`src/rtl/sync_fifo.sv`:
```
// Single-clock first-word-fall-through FIFO with full/empty backpressure.
// Define SYNC_FIFO_COUNT_EN to add the registered-derived `count` occupancy port.
module sync_fifo #(
    parameter int DATA_WIDTH = 8,
    parameter int DEPTH      = 8
) (
    input  logic                  clk,
    input  logic                  rst_n,
    input  logic                  w_en,
    input  logic                  r_en,
    input  logic [DATA_WIDTH-1:0] data_in,
    output logic [DATA_WIDTH-1:0] data_out,
    output logic                  full,
`ifdef SYNC_FIFO_COUNT_EN
    output logic [$clog2(DEPTH):0] count,
`endif
    output logic                  empty
);

    localparam int AW = $clog2(DEPTH);
    localparam logic [AW:0] PTR_ONE = {{AW{1'b0}}, 1'b1};

    logic [DATA_WIDTH-1:0] mem [DEPTH];
    logic [AW:0]           wr_ptr;
    logic [AW:0]           rd_ptr;
    logic                  do_wr;
    logic                  do_rd;

    // Flags come only from the registered pointers; the MSB is the wrap bit.
    assign empty = (wr_ptr == rd_ptr);
    assign full  = (wr_ptr[AW-1:0] == rd_ptr[AW-1:0]) &&
                   (wr_ptr[AW] != rd_ptr[AW]);

    // Requests are qualified by the registered flags, so a full FIFO drops writes.
    assign do_wr = w_en && !full;
    assign do_rd = r_en && !empty;

    assign data_out = empty ? '0 : mem[rd_ptr[AW-1:0]];

`ifdef SYNC_FIFO_COUNT_EN
    assign count = wr_ptr - rd_ptr;
`endif

    // Storage is written on an accepted write and never reset.
    always_ff @(posedge clk) begin
        if (do_wr) begin
            mem[wr_ptr[AW-1:0]] <= data_in;
        end
    end

    // Pointer update; reset discards all contents immediately.
    always_ff @(posedge clk or negedge rst_n) begin
        if (!rst_n) begin
            wr_ptr <= '0;
            rd_ptr <= '0;
        end else begin
            if (do_wr) begin
                wr_ptr <= wr_ptr + PTR_ONE;
            end
            if (do_rd) begin
                rd_ptr <= rd_ptr + PTR_ONE;
            end
        end
    end

endmodule

```
`config.mk`:
```
export PLATFORM = sky130hd
export DESIGN_NAME = sync_fifo
export DESIGN_NICKNAME = d
export VERILOG_FILES = /design/src/rtl/sync_fifo.sv
export SDC_FILE = /design/constraint.sdc
export NUM_CORES = 1
export LEC_CHECK = 0
export ABC_AREA = 1
export CAP_MARGIN = 10
export CORE_MARGIN = 5
export CORE_UTILIZATION = 58
export CTS_CLUSTER_DIAMETER = 30
export DETAILED_ROUTE_END_ITERATION = 10
export PLACE_DENSITY_LB_ADDON = 0.2
export RECOVER_POWER = 100
export SLEW_MARGIN = 20
export SYNTH_ARGS = -nofsm -noshare
export SYNTH_HDL_FRONTEND = slang
export SYNTH_SLANG_ARGS = --single-unit
export TNS_END_PERCENT = 10
```
`constraint.sdc`:
```
create_clock -name clk -period 2.2 [get_ports clk]
set_clock_uncertainty 0.15 [all_clocks]
set_input_delay 0.33 -clock clk [delete_from_list [all_inputs] [get_ports clk]]
set_output_delay 0.33 -clock clk [all_outputs]
set_load 0.05 [all_outputs]
```
==> metrics.md <==
| Metric | Value |
|---|---|
| Synthesized area | 3162 µm² |
| Relative slew slack | 70.56% |
| DRT iter0 DRCs | 192 |
| Slew Limit Fails | 0 |
| Final Hold Vio Count | 0 |
| Vias in the first global route | 2072 |
| Gr usage total | 20.48% |
| Remaining DRCs | 0 |
| CP top delay family | flip-flops |
| Wire per inst | 16.44 µm |
| Largest net degree at the start of global routing | 26 |
| Pwr Total | 6.270 mW |
| Hold Crit Class | in2async |
| Layout cell share with drive strength beyond 1 | 21.32% |
| Crit Path Class | reg2out |
| CP max-delay cell | dfrtp_2 |
| Post-layout util | 74.30% |
| Initial core utilization | 60.75% |
| Ports | 22 |
| Syn_area_per_cell | 10.83 µm² |
| Post-synthesis cell type count | 24 |
| Clock buffer depth | 2 |
| Syn nets | 306 |
| First-pass DRT Iterations | 5 |
| Worst setup SP type | flop |
| Die X | 83.84 µm |
| Hold buffer count at cts | 0 |
| Post-Layout Cell Count | 403 |
| Critical Path AT | 1740 ps |
| Worst Path Buf+Inv | 3 |
| P per Cell Area | 1621 nW/µm² |
| Failing checks | negative setup slack |
| CTS H-tree lvls | 3 |
| Worst slew pin tran | 440.2 ps |
| Max-cap viol count | 0 |
| Critical Path Start | rd_ptr[0]$_DFFE_PN0P_ |
| TritonCTS clock tree | built |
| FF+latch count, synth | 72 |
| Post-Synthesis Cells | 292 |
| VDD IR max | 1.063 mV |
| RSZ-0062 raised after global routing | true |
| Area of the core | 5205 µm² |
| Routed Antenna Nets | 0 |
| GP Congestion | 0.8389 |
| CTS sink count | 72 |
| CP Max Fanout | 25 |
| Setup ws final | -22.43 ps |
| Highest Clock Rate | 450.0 MHz |
| Initial antenna violation count | 0 |
| Die height | 83.84 µm |
| Row cnt | 26 |
| CP max stage delay | 480 ps |
| First-pass GRT wire length | 10790 µm |
| Crit-path cells | inv_6 > buf_12 > o21ai_0 > nand3_1 > nand2_1 > nor2_2 > buf_12 |
| Yosys warns | 0 |
| Hold WS | 219.7 ps |
| P&R area growth vs syn | 22.32% |
| Fin crit period | 2222 ps |
| Final setup vio count | 1 |
| Crit share post-route | 101.0% |
| Root buffer cell | clkbuf_8 |
| Most frequent cells in the layout | nand2_1, edfxtp_1, nor2_1 |
| N_diodes | 0 |
| Vias per cell | 5.333 |
| Die footprint | 7028 µm² |
| Final WL | 6625 µm |
| Via count | 2149 |
| Sequential area share after synthesis | 67.12% |
| Setup WS pre-CTS | 259.7 ps |
| Crit-path most repeated cell | buf_12 |
| Worst-path clk slew | 70 ps |
| Insertion delay to the later sink of the worst-skew pair | 330 ps |
| # port buffers | 21 |
| Filler Cells Inserted | 351 |
| Global route overflow | 0 |
| Inst Count DP | 387 |
| CP Capture Type | output pin |
| HPWL reported at the end of detailed placement | 4223 µm |
| Nets@finish | 343 |
| Leak Pwr | 1.543 nW |
| Status | finished with violations |
| Total CTS buffers | 9 |
| FF-to-FF Start | rd_ptr[1]$_DFFE_PN0P_ |
| Crit path required time | 1720 ps |
layout make-up:
type / count / area (µm²) / share of cell area, %
Clock buffer: 9 / 123.9 / 3.203
Clock inverter: 6 / 61.31 / 1.585
Inverter: 13 / 56.30 / 1.456
Multi-Input combinational cell: 194 / 923.4 / 23.88
Sequential cell: 72 / 2126 / 54.97
Tap cell: 70 / 87.58 / 2.265
Timing Repair Buffer: 39 / 489.2 / 12.65
kinds of logic after synthesis:
kind of cell	count (synthesis)	synth area share [%]
AOI/OAI and AO/OA	41	6.609
buffers and inverters	26	4.432
DFF	72	67.11
adders and majority gates	2	0.7913
xor gates and xnor gates	3	0.8312
and+or+nand+nor	148	20.22
metrics by stage:
| stage | cell area [µm²] | setup TNS, ps |
|---|---|---|
| finish | 3867 | -22.43 |
| global route | 3867 | -822.8 |
| CTS | 3847 | -10.73 |
| detailed placement | 3623 | 0 |
| global placement | 3623 | 0 |
| floorplan | 3162 | 0 |
cell usage after synthesis:
master    instances  area, µm²
edfxtp_1         64       1922
buf_4             5      37.54
nand2_4           2      22.52
a21oi_1           8      40.04
a21oi_2           1      8.760
inv_4             1      6.260
clkbuf_1          1      3.750
o21ai_1           1      5.000
nand2_2           6      37.54
nand2_1          62      232.7
nor2_1           57      214.0
buf_6             2      22.52
inv_2             5      18.77
clkbuf_2          1      5.000
ha_1              2      25.02
nand4_4           1      21.27
nand3_2           2      20.02
o21ai_0          31      155.2
xor2_1            3      26.28
buf_2             4      20.02
nand3_1          17      85.08
nor2_2            1      6.260
dfrtp_1           8      200.2
inv_1             7      26.28
power by group:
part / internal [mW] / switching [mW] / leakage, nW
logic: 1.36 / 2.05 / 0.770
clock network: 0.513 / 0.461 / 0.0965
registers: 1.74 / 0.138 / 0.677
sequential cells by signal, summed over array words and instances, names as in the netlist:
register and count:
mem 64, rd_ptr 4, wr_ptr 4
metal layers:
layer	GRT usage [%]	up-vias	wire, µm
met5	0	-	0
met4	6.433	0	91
met3	4.837	11	367
met2	32.61	62	3218
met1	28.01	1018	2947
li1	-	1058	-
what timing repair did:
item | 4_1_cts | 5_1_grt
pin swaps | 4 | 5
endpoints found under the setup margin | 9 | 10
buffers inserted | 1 | 0
gates resized for setup | 12 | 11
worst paths after layout:
path,end,slack [ps],cells past startpoint
worst max-delay path,data_out[1],-20,7
worst min-delay path,wr_ptr[0]$_DFFE_PN0P_,220,1
worst max register to register,mem[5][7]$_DFFE_PP_,300,8
worst min register to register,wr_ptr[3]$_DFFE_PN0P_,360,2
max in group asynchronous,rd_ptr[0]$_DFFE_PN0P_,1350,1
min in group clk,wr_ptr[3]$_DFFE_PN0P_,360,2
Note: power is estimated with default switching activity, not from simulation.
